--- config.mk ---
export PLATFORM = sky130hd
export DESIGN_NAME = button_event_decoder
export DESIGN_NICKNAME = d
export VERILOG_FILES = /design/src/rtl/button_event_decoder.sv
export SDC_FILE = /design/constraint.sdc
export NUM_CORES = 1
export LEC_CHECK = 0
export BUFFER_PORTS_ARGS = -buffer_cell sky130_fd_sc_hd__buf_4
export CORE_UTILIZATION = 40
export CTS_CLUSTER_DIAMETER = 80
export DETAILED_ROUTE_END_ITERATION = 8
export GPL_TIMING_DRIVEN = 1
export SYNTH_ARGS = -nofsm -noshare
export SYNTH_HDL_FRONTEND = slang
export SYNTH_SLANG_ARGS = --single-unit
--- constraint.sdc ---
create_clock -name clk -period 4.6 [get_ports clk]
set_input_delay 0.69 -clock clk [delete_from_list [all_inputs] [get_ports clk]]
set_output_delay 0.69 -clock clk [all_outputs]
set_load 0.02 [all_outputs]
--- src/rtl/button_event_decoder.sv ---
// Classifies debounced button presses as short/long/double and drives effect index and bypass.
// Optional double-press detection is enabled by defining DOUBLE_CLICK_EN.
module button_event_decoder #(
  parameter int unsigned c_long_limit  = 10_000_000,
  parameter int unsigned c_double_gap  = 3_000_000,
  parameter int unsigned c_num_effects = 4,
  parameter int unsigned EFFECT_W      = 2
) (
  input  logic                clk,
  input  logic                rst,
  input  logic                i_switch,
  output logic                o_short,
  output logic                o_long,
  output logic                o_double,
  output logic [EFFECT_W-1:0] o_effect,
  output logic                o_bypass
);

  if (c_long_limit < 2 || c_long_limit > 32'hFF_FFFF ||
      c_double_gap < 2 || c_double_gap > 32'hFF_FFFF ||
      c_num_effects < 2 || c_num_effects > (32'd1 << EFFECT_W)) begin : g_param_check
    $error("button_event_decoder: parameter out of range");
  end

`ifdef DOUBLE_CLICK_EN
  typedef enum logic [2:0] {S_IDLE, S_PRESS1, S_WAIT_GAP, S_PRESS2, S_HOLD} state_e;
  localparam logic [23:0] GAP_LAST = 24'(c_double_gap - 1);
`else
  typedef enum logic [1:0] {S_IDLE, S_PRESS1, S_HOLD} state_e;
`endif

  localparam logic [23:0]         LONG_LAST = 24'(c_long_limit - 1);
  localparam logic [EFFECT_W-1:0] EFF_LAST  = EFFECT_W'(c_num_effects - 1);

  state_e              state, state_next;
  logic [23:0]         r_count, count_next;
  logic                r_prev;
  logic                press;
  logic                short_next, long_next;
  logic [EFFECT_W-1:0] effect_next;
  logic                bypass_next;
`ifdef DOUBLE_CLICK_EN
  logic                double_next;
`endif

  assign press = i_switch & ~r_prev;

  always_ff @(posedge clk) begin
    if (rst) begin
      state    <= S_IDLE;
      r_count  <= '0;
      r_prev   <= 1'b1;
      o_short  <= 1'b0;
      o_long   <= 1'b0;
      o_effect <= '0;
      o_bypass <= 1'b0;
    end else begin
      state    <= state_next;
      r_count  <= count_next;
      r_prev   <= i_switch;
      o_short  <= short_next;
      o_long   <= long_next;
      o_effect <= effect_next;
      o_bypass <= bypass_next;
    end
  end

`ifdef DOUBLE_CLICK_EN
  always_ff @(posedge clk) begin
    if (rst) o_double <= 1'b0;
    else     o_double <= double_next;
  end
`else
  assign o_double = 1'b0;
`endif

  always_comb begin
    state_next = state;
    count_next = r_count;
    case (state)
      S_IDLE: begin
        if (press) begin
          state_next = S_PRESS1;
          count_next = '0;
        end
      end
      S_PRESS1: begin
        if (i_switch) begin
          if (r_count == LONG_LAST) state_next = S_HOLD;
          else                      count_next = r_count + 24'd1;
        end else begin
`ifdef DOUBLE_CLICK_EN
          state_next = S_WAIT_GAP;
          count_next = '0;
`else
          state_next = S_IDLE;
`endif
        end
      end
`ifdef DOUBLE_CLICK_EN
      // A press on the final gap cycle takes priority over the short timeout.
      S_WAIT_GAP: begin
        if (press)                    state_next = S_PRESS2;
        else if (r_count == GAP_LAST) state_next = S_IDLE;
        else                          count_next = r_count + 24'd1;
      end
      S_PRESS2: begin
        if (!i_switch) state_next = S_IDLE;
      end
`endif
      S_HOLD: begin
        if (!i_switch) state_next = S_IDLE;
      end
      default: state_next = S_IDLE;
    endcase
  end

  always_comb begin
    short_next  = 1'b0;
    long_next   = 1'b0;
`ifdef DOUBLE_CLICK_EN
    double_next = 1'b0;
`endif
    effect_next = o_effect;
    bypass_next = o_bypass;
    case (state)
      S_PRESS1: begin
        if (i_switch && r_count == LONG_LAST) long_next = 1'b1;
`ifndef DOUBLE_CLICK_EN
        if (!i_switch) short_next = 1'b1;
`endif
      end
`ifdef DOUBLE_CLICK_EN
      S_WAIT_GAP: begin
        if (!press && r_count == GAP_LAST) short_next = 1'b1;
      end
      S_PRESS2: begin
        if (!i_switch) double_next = 1'b1;
      end
`endif
      default: ;
    endcase

    if (short_next) begin
      effect_next = (o_effect == EFF_LAST) ? '0 : o_effect + EFFECT_W'(1);
    end
`ifdef DOUBLE_CLICK_EN
    if (double_next) begin
      effect_next = (o_effect == '0) ? EFF_LAST : o_effect - EFFECT_W'(1);
    end
`endif
    if (long_next) bypass_next = ~o_bypass;
  end

endmodule

==> results.py, run 1 <==
metrics = {
    "status": {
        "status": "complete, no violations",
    },
    "timing": {
        "max_freq_mhz": 369,
        "min_period_ns": 2.71,
        "setup_tns_ns": 0,
        "finalSetupViolations": 0,
        "slew_viol_final": 0,
        "slew-limit-headroom_pct": 34.9,
        "worst_pin_slew_ns": 0.977,
        "hold_violations": 0,
        "grt_setup_unrepaired": "false",
        "finClkSkew_ns": 0.00909,
        "fin_crit_sh_pct": 58.9,
    },
    "grt": {
        "grt_use_met2_pct": 34.1,
        "grt_max_degree": 25,
        "grtUsageMet1_pct": 25.0,
        "grt_pass1_vias": 1419,
        "gr-usage-met3_pct": 4.14,
        "grt_first_pass_wirelength_microns": 6650,
        "track_usage_pct": 20.1,
        "top_usage_layer": "met2",
        "antenna_found_initial": 0,
        "grt-ovfl-total": 0,
    },
    "cells_and_area": {
        "diodes": 0,
        "area_growth_syn_to_layout_pct": 10.8,
        "nFillCells": 381,
        "drive_gt1_share_pct": 11.3,
        "utilization_pct": 47.9,
        "nNetsFinal": 207,
    },
    "critical_path": {
        "crit_arrival_ns": 2.91,
        "path_class": "reg2reg",
        "required_ns": 4.80,
        "cp_max_fo": 24,
        "cp-end-kind": "flop",
        "worst_setup_path_start_kind": "flop",
    },
    "logic_synthesis": {
        "synth_cell_type_count": 52,
        "ys.flop_type": "dfxtp_1",
        "synth.most_common_cell": "dfxtp_1",
        "async_flop_share_pct": 0,
        "synth_top_area_share_pct": 39.0,
        "syn-instance-count": 198,
        "ys_warn_count": 0,
        "syn-num-nets": 203,
        "ys_seq_area_share_pct": 39.0,
        "synth-seq-cells": 32,
        "synth_area_leaders": "dfxtp_1, nand2_1, nand4_1",
        "synth.top_cells.by_count": "dfxtp_1, nand2_1, nor2_1, a21oi_1, o21ai_0",
        "synth-edff-count": 0,
        "syn-mean-instance-area_sq_um": 8.30,
        "synth.largest_area_cell": "dfxtp_1",
        "netlist_area_sq_um": 1640,
    },
    "job": {
        "maxCapViolations": 0,
    },
    "cts": {
        "cts_setup_buffers": 0,
        "clkSinkCount": 32,
        "cts_tree": "done",
        "clockBufferDepth": 2,
        "cts_resized": 0,
        "cts_htree_levels": 2,
        "root_buffer": "clkbuf_8",
        "cts.clk_slew.worst_paths_ns": 0.07,
        "cts_buffers": 5,
        "cts_hold_buf": 0,
        "clock_latency_ns": 0.28,
    },
    "die": {
        "dieHeight_microns": 66.1,
        "io_pins": 9,
        "row_count": 22,
        "fp.dieW_microns": 66.1,
        "fp.coreArea_sq_um": 3800,
        "start_util_pct": 43.2,
        "dieArea_sq_um": 4370,
    },
    "placement": {
        "io_buffers": 7,
        "dp_hpwl_microns": 2690,
        "gp_congestion": 0.783,
    },
    "detailed_routing": {
        "drt_iter0_markers": 146,
        "firstDrtPassIters": 5,
        "antenna_left": 0,
        "wl_per_cell_microns": 15.7,
        "finalWirelength_microns": 3930,
        "vias": 1546,
        "post_drt_via_cell_ratio": 6.16,
        "drc": 0,
    },
    "power_and_ir_drop": {
        "irDropWorstVdd_mv": 0.178,
        "leakage_uw": 0.000629,
        "p_per_area_nw_per_um2": 310,
        "power.total_uw": 565,
    },
    "hold_path": {
        "worstHoldPathType": "reg2reg",
    },
}
[metal layers]
layer  vias to the layer above  share of wire (%)
li1                        760                  -
met5                         -                  0
met2                        34                 47
met1                       747                 49
met4                         0                1.1
met3                         5                3.2
[cell families after synthesis]
logic type	share of synthesized area, %
simple gates	27.6
flops	39.0
compound gates	25.0
other cells	0.228
fa+ha+maj	1.52
buf+inv	4.87
xor+xnor	0.533
mux	1.22
[final timing paths]
| kind | end | from | depth (start not counted) | slack [ns] |
|---|---|---|---|---|
| worst min register to register | o_effect[1] | o_effect[1] | 2 | 0.51 |
| worst max-delay path | r_count[8] | r_count[0] | 6 | 1.89 |
| worst min-delay path | o_effect[1] | o_effect[1] | 2 | 0.51 |
| worst max register to register | r_count[8] | r_count[0] | 6 | 1.89 |
[per-stage QoR]
| step | hold slack (ns) | instances | instance area [sq um] | worst slack, ns |
|---|---|---|---|---|
| global route | 0.543 | 251 | 1820 | 1.67 |
| CTS | 0.517 | 251 | 1820 | 1.94 |
| floorplan | 0.459 | 198 | 1640 | 2.50 |
| finish | 0.507 | 251 | 1820 | 1.89 |
| detailed placement | 0.506 | 243 | 1710 | 1.95 |
| global placement | 0.491 | 243 | 1710 | 2.00 |
[where the power goes]
part	total (uW)	internal, uW	switching (uW)	leakage, uW
clock	261	161	100	0.0000552
sequential	279	278	1.00	0.000258
combinational	24.2	6.41	17.8	0.000316
[cell usage in the layout (no fill, tap or decap), types with 5 or more instances in the layout]
cell      count
nor2_1       14
dfxtp_1      32
a31oi_1       5
nor4_1        5
nand2_1      17
nand4_1       9
buf_4         8
clkbuf_8      5
o211ai_1      7
nand3_1       5
o21ai_0      10
a21oi_1      10
inv_1         8
nor3_1        8
[final cells by class]
type	instances	area, sq um	share of cell area [%]
well taps	48	60.1	3.30
inverters	8	30.0	1.65
multi-input cells	147	922	50.7
flip-flops and latches	32	641	35.2
clock buffers	6	72.6	3.99
repair buffers	8	60.1	3.30
clock inverters	2	35.0	1.92
[flip-flops by register name, summed over array words and instances (netlist names)]
register,flops
r_count,24
o_effect,2
state,2
o_bypass,1
o_long,1
o_short,1
r_prev,1
[worst max-delay path, stage by stage, from the launching register on]
cell and delay [ns]:
dfxtp_1 0.38, ha_1 0.24, nand3_2 0.17, or4_4 0.60, o21ai_2 0.80, o21ai_0 0.24, o22ai_1 0.20
Power figures use the tool's default switching activity.
==> run 2: changes to the inputs <==
--- a/config.mk
+++ b/config.mk
@@ -5,6 +5,7 @@
 export SDC_FILE = /design/constraint.sdc
 export NUM_CORES = 1
 export LEC_CHECK = 0
+export ABC_AREA = 1
 export BUFFER_PORTS_ARGS = -buffer_cell sky130_fd_sc_hd__buf_4
 export CORE_UTILIZATION = 40
 export CTS_CLUSTER_DIAMETER = 80
==> constraint.sdc (replaced) <==
create_clock -name clk -period 2.5 [get_ports clk]
set_input_delay 0.375 -clock clk [delete_from_list [all_inputs] [get_ports clk]]
set_output_delay 0.375 -clock clk [all_outputs]
set_load 0.02 [all_outputs]
==> results.py, run 2 <==
metrics = {
    "status": {
        "status": "complete, no violations",
    },
    "logic_synthesis": {
        "synth_top_area_share_pct": 31.9,
        "synth.top_cells.by_count": "nand2_1, nor2_1, inv_1, dfxtp_1, nand3_1",
        "synthAdderAreaFrac_pct": 1.25,
        "ys.flop_type": "dfxtp_1",
        "ys_seq_area_share_pct": 31.9,
        "synth_compound_area_share_pct": 9.23,
        "synthMuxAreaShare_pct": 0,
        "syn-instance-count": 328,
        "synth.most_common_cell": "nand2_1",
        "synth.largest_area_cell": "dfxtp_1",
        "async_flop_share_pct": 0,
        "syn-mean-instance-area_sq_um": 6.12,
        "yosys.area_share.simple_pct": 45.4,
        "ys_warn_count": 0,
        "synth_top_family_by_area": "simple AND/OR/NAND/NOR gates",
        "synth-xor-area-share_pct": 2.62,
        "synth_cell_type_count": 30,
        "synth-seq-cells": 32,
        "syn-num-nets": 333,
        "netlist_area_sq_um": 2010,
        "synth-edff-count": 0,
        "synth_area_leaders": "dfxtp_1, nand2_1, nor2_1",
    },
    "timing": {
        "min_period_ns": 1.91,
        "slew_viol_final": 0,
        "finalSetupViolations": 0,
        "fin_crit_sh_pct": 76.5,
        "setup_tns_ns": 0,
        "max_freq_mhz": 523,
        "grt_setup_unrepaired": "false",
        "hold_violations": 0,
        "finClkSkew_ns": 0.00676,
    },
    "cts": {
        "cts_resized": 0,
        "root_buffer": "clkbuf_8",
        "cts_setup_buffers": 0,
        "clkSinkCount": 32,
        "cts_hold_buf": 0,
        "cts.clk_slew.worst_paths_ns": 0.07,
        "cts_htree_levels": 2,
        "clock_latency_ns": 0.29,
        "cts_tree": "done",
        "clockBufferDepth": 2,
        "cts_buffers": 5,
    },
    "detailed_routing": {
        "drt_iter0_markers": 125,
        "wl_per_cell_microns": 12.3,
        "vias": 1953,
        "firstDrtPassIters": 4,
        "antenna_left": 0,
        "drc": 0,
        "finalWirelength_microns": 4970,
        "post_drt_via_cell_ratio": 4.83,
    },
    "placement": {
        "gp_congestion": 0.847,
        "dp_hpwl_microns": 3690,
        "io_buffers": 7,
    },
    "grt": {
        "track_usage_pct": 20.3,
        "grt_pass1_vias": 1736,
        "antenna_found_initial": 0,
        "grt-ovfl-total": 0,
        "grt_max_degree": 24,
        "grt_first_pass_wirelength_microns": 8090,
    },
    "cells_and_area": {
        "drive_gt1_share_pct": 8.90,
        "final_common_cell": "nand2_1",
        "diodes": 0,
        "utilization_pct": 46.3,
        "area_growth_syn_to_layout_pct": 10.5,
        "seq_area_sq_um": 641,
        "multiInputGateArea_sq_um": 1180,
        "reg.largest.list": "r_count (24), o_effect (2), state (2)",
        "nFillCells": 535,
        "largest_reg_flops": 24,
        "nNetsFinal": 341,
        "max_flop_register": "r_count",
        "layout_common_cells": "nand2_1, nor2_1, inv_1",
    },
    "die": {
        "fp.coreArea_sq_um": 4790,
        "fp.dieW_microns": 72.8,
        "dieHeight_microns": 72.8,
        "start_util_pct": 41.9,
        "dieArea_sq_um": 5300,
        "io_pins": 9,
        "row_count": 25,
    },
    "critical_path": {
        "r2r_slack_ns": 0.59,
        "crit_arrival_ns": 2.15,
        "cp_max_fo": 20,
        "required_ns": 2.74,
        "cp-end-kind": "flop",
        "path_class": "reg2reg",
        "worst_setup_path_start_kind": "flop",
    },
    "power_and_ir_drop": {
        "irDropWorstVdd_mv": 0.326,
        "leakage_uw": 0.000815,
        "p_per_area_nw_per_um2": 477,
        "swShare_pct": 22.5,
        "power_frac_clock_pct": 46.9,
        "switching_power_uw": 238,
        "power_frac_seq_pct": 48.7,
        "internal-power_uw": 820,
        "pwr-share-comb_pct": 4.4,
    },
    "hold_path": {
        "worstHoldPathType": "in2reg",
    },
    "job": {
        "maxCapViolations": 0,
    },
}
==> run 2: cells by family (layout without fill, tap and decap cells) <==
| family | Yosys count | after routing |
|---|---|---|
| xor gates and xnor gates | 6 | 6 |
| buffers and inverters | 45 | 54 |
| and+or+nand+nor | 209 | 209 |
| other | 1 | 1 |
| AOI/OAI and AO/OA | 33 | 33 |
| adders and majority gates | 2 | 2 |
| DFF | 32 | 32 |
==> run 2: final timing paths <==
path / from / end / depth (start not counted)
max reg2reg: r_count[0] / r_count[18] / 9
min: i_switch / r_prev / 3
min reg2reg: o_effect[1] / o_effect[1] / 2
max: r_count[0] / r_count[18] / 9
==> run 2: area by class of cell <==
type | count | area share (%)
Clock buffer | 6 | 3.27
Clock inverter | 2 | 1.58
Inverter | 37 | 6.26
Multi-Input combinational cell | 251 | 53.2
Sequential cell | 32 | 28.9
Tap cell | 67 | 3.78
Timing Repair Buffer | 9 | 3.05
==> run 2: power groups by stage <==
stage	Clock, uW	Combinational (uW)	Sequential, uW
6_report	496	46.6	515
5_1_grt	522	51.3	515
3_5_place_dp	0	46.3	527
2_1_floorplan	0	33.9	528
4_1_cts	504	46.5	515
3_3_place_gp	0	45.8	527
==> run 2: stage by stage <==
step	setup WS (ns)	std cells	hold WS (ns)	power, uW	area (sq um)
finish	0.588	404	0.356	1060	2220
floorplan	0.932	328	0.444	562	2010
global route	0.381	404	0.379	1090	2220
global placement	0.624	396	0.457	573	2110
CTS	0.579	404	0.350	1070	2220
detailed placement	0.590	396	0.459	573	2110
==> run 2: critical path, stage by stage, from the launching register on <==
cell and delay, ns:
dfxtp_1 0.39, ha_1 0.29, nand3_4 0.14, nor2_4 0.17, nand4_4 0.18, nand2_2 0.39
nand2_4 0.10, inv_2 0.08, nand2_1 0.04, nand2_1 0.06
==> run 2: per-layer routing <==
layer / up-vias / GRT usage, % / wire length, microns
li1: 1050 / - / -
met1: 861 / 27.5 / 2590
met2: 30 / 32.1 / 2110
met3: 12 / 3.73 / 165
met4: 0 / 7.63 / 99
met5: - / 0 / 0
==> run 3: changes to the inputs <==
==> constraint.sdc (replaced) <==
create_clock -name clk -period 1.9 [get_ports clk]
set_input_delay 0.285 -clock clk [delete_from_list [all_inputs] [get_ports clk]]
set_output_delay 0.285 -clock clk [all_outputs]
set_load 0.02 [all_outputs]
==> results.py, run 3 (synthesis results as in run 2) <==
metrics = {
    "cts": {
        "cts_htree_levels": 2,
        "cts.clk_slew.worst_paths_ns": 0.07,
        "root_buffer": "clkbuf_8",
        "clock_latency_ns": 0.28,
        "cts_setup_buffers": 0,
        "cts_buffers": 5,
        "cts_tree": "done",
        "clkSinkCount": 32,
        "cts_hold_buf": 0,
        "clockBufferDepth": 2,
    },
    "detailed_routing": {
        "vias": 1989,
        "finalWirelength_microns": 5000,
        "drt_iter0_markers": 77,
        "wl_per_cell_microns": 12.2,
        "firstDrtPassIters": 4,
        "drc": 0,
        "post_drt_via_cell_ratio": 4.85,
        "antenna_left": 0,
    },
    "timing": {
        "setup_ws_ns": 0.227,
        "fin_crit_sh_pct": 88.0,
        "hold_violations": 0,
        "min_period_ns": 1.67,
        "slew_viol_final": 0,
        "max_freq_mhz": 598,
        "finClkSkew_ns": 0.00300,
        "grt_setup_unrepaired": "false",
        "finalSetupViolations": 0,
        "setup_tns_ns": 0,
    },
    "critical_path": {
        "required_ns": 2.12,
        "cp_max_fo": 17,
        "path_class": "reg2reg",
        "worstReg2RegEnd": "r_count[0]",
        "cp-end-kind": "flop",
        "worst_setup_path_start_kind": "flop",
        "crit_arrival_ns": 1.89,
        "reg2reg_from": "r_count[0]",
        "r2r_slack_ns": 0.23,
        "worstRegToRegCells": 8,
    },
    "cells_and_area": {
        "area_growth_syn_to_layout_pct": 14.4,
        "diodes": 0,
        "largest_reg_flops": 24,
        "drive_gt1_share_pct": 11.1,
        "nNetsFinal": 347,
        "utilization_pct": 48.0,
        "final_common_cell": "nand2_1",
        "max_flop_register": "r_count",
        "layout_common_cells": "nand2_1, nor2_1, inv_1",
        "reg.largest.list": "r_count (24), o_effect (2), state (2)",
        "nFillCells": 518,
    },
    "die": {
        "row_count": 25,
        "io_pins": 9,
        "dieHeight_microns": 72.8,
        "fp.coreArea_sq_um": 4790,
        "start_util_pct": 41.9,
        "dieArea_sq_um": 5300,
        "fp.dieW_microns": 72.8,
    },
    "hold_path": {
        "min_from": "i_switch",
        "worstHoldPathType": "in2reg",
        "holdPathEnd": "r_prev",
        "min_path_cells": 3,
    },
    "grt": {
        "antenna_found_initial": 0,
        "grt_first_pass_wirelength_microns": 8630,
        "track_usage_pct": 21.4,
        "grt_max_degree": 24,
        "grt_pass1_vias": 1836,
        "grt-ovfl-total": 0,
    },
    "power_and_ir_drop": {
        "power.total_uw": 1470,
        "leakage_uw": 0.000857,
        "irDropWorstVdd_mv": 0.506,
        "p_per_area_nw_per_um2": 639,
    },
    "placement": {
        "dp_worst_setup_slack_ns": 0.206,
        "gp_congestion": 0.868,
        "dp_hpwl_microns": 3730,
        "io_buffers": 7,
    },
    "status": {
        "status": "complete, no violations",
    },
    "job": {
        "maxCapViolations": 0,
    },
}
[run 3: critical path: stages (launching register included)]
cell and delay [ns]:
dfxtp_1 0.40, ha_2 0.26, nand3_4 0.14, nor2_4 0.18, nand4_4 0.11, nand2_2 0.16, buf_12 0.16, o21ai_0 0.08
nor2_1 0.11
[run 3: timing repair]
action / in CTS / in global routing
resized for setup: 0 / 1
endpoints found under the setup margin: 0 / 2
endpoints found under the hold margin: 0 / 0
[run 3: how the worst max path moves through the flow]
stage	start	endpoint	slack [ns]	cells past startpoint
floorplan	r_count[0]	r_count[18]	0.33	10
global placement	r_count[0]	r_count[18]	0.23	9
detailed placement	r_count[0]	r_count[0]	0.21	8
CTS	r_count[0]	r_count[0]	0.19	8
global route	r_count[0]	r_count[14]	0.008	8
finish	r_count[0]	r_count[0]	0.23	8
[run 3: area by class of cell]
type	count	area, sq um	area share, %
multi-input combinational	251	1180	51.4
sequential	32	641	27.9
inverter	37	139	6.05
timing repair buffer	15	125	5.45
clock buffer	7	96.3	4.20
tap	67	83.8	3.65
clock inverter	1	30.0	1.31
[run 3: stage by stage]
step	cell area, sq um	cells	hold WS [ns]
after detailed placement	2170	402	0.463
after global routing	2300	410	0.288
after floorplan	2010	328	0.435
final	2300	410	0.274
after global placement	2170	402	0.458
after CTS	2290	410	0.264
[run 3: where the power goes]
| group | switching, uW | total (uW) | internal, uW | leakage, uW |
|---|---|---|---|---|
| clock | 259 | 722 | 463 | 0.0000645 |
| combinational | 47.4 | 67.1 | 19.7 | 0.000535 |
| sequential | 3.86 | 678 | 674 | 0.000258 |
| total | 310 | 1470 | 1160 | 0.000857 |
[run 3: layer usage]
layer	up-vias	GRT usage (%)	wire (microns)
met3	6	3.73	160
met1	900	30.2	2600
met2	25	33.7	2190
met5	-	0	0
li1	1058	-	-
met4	0	5.45	48
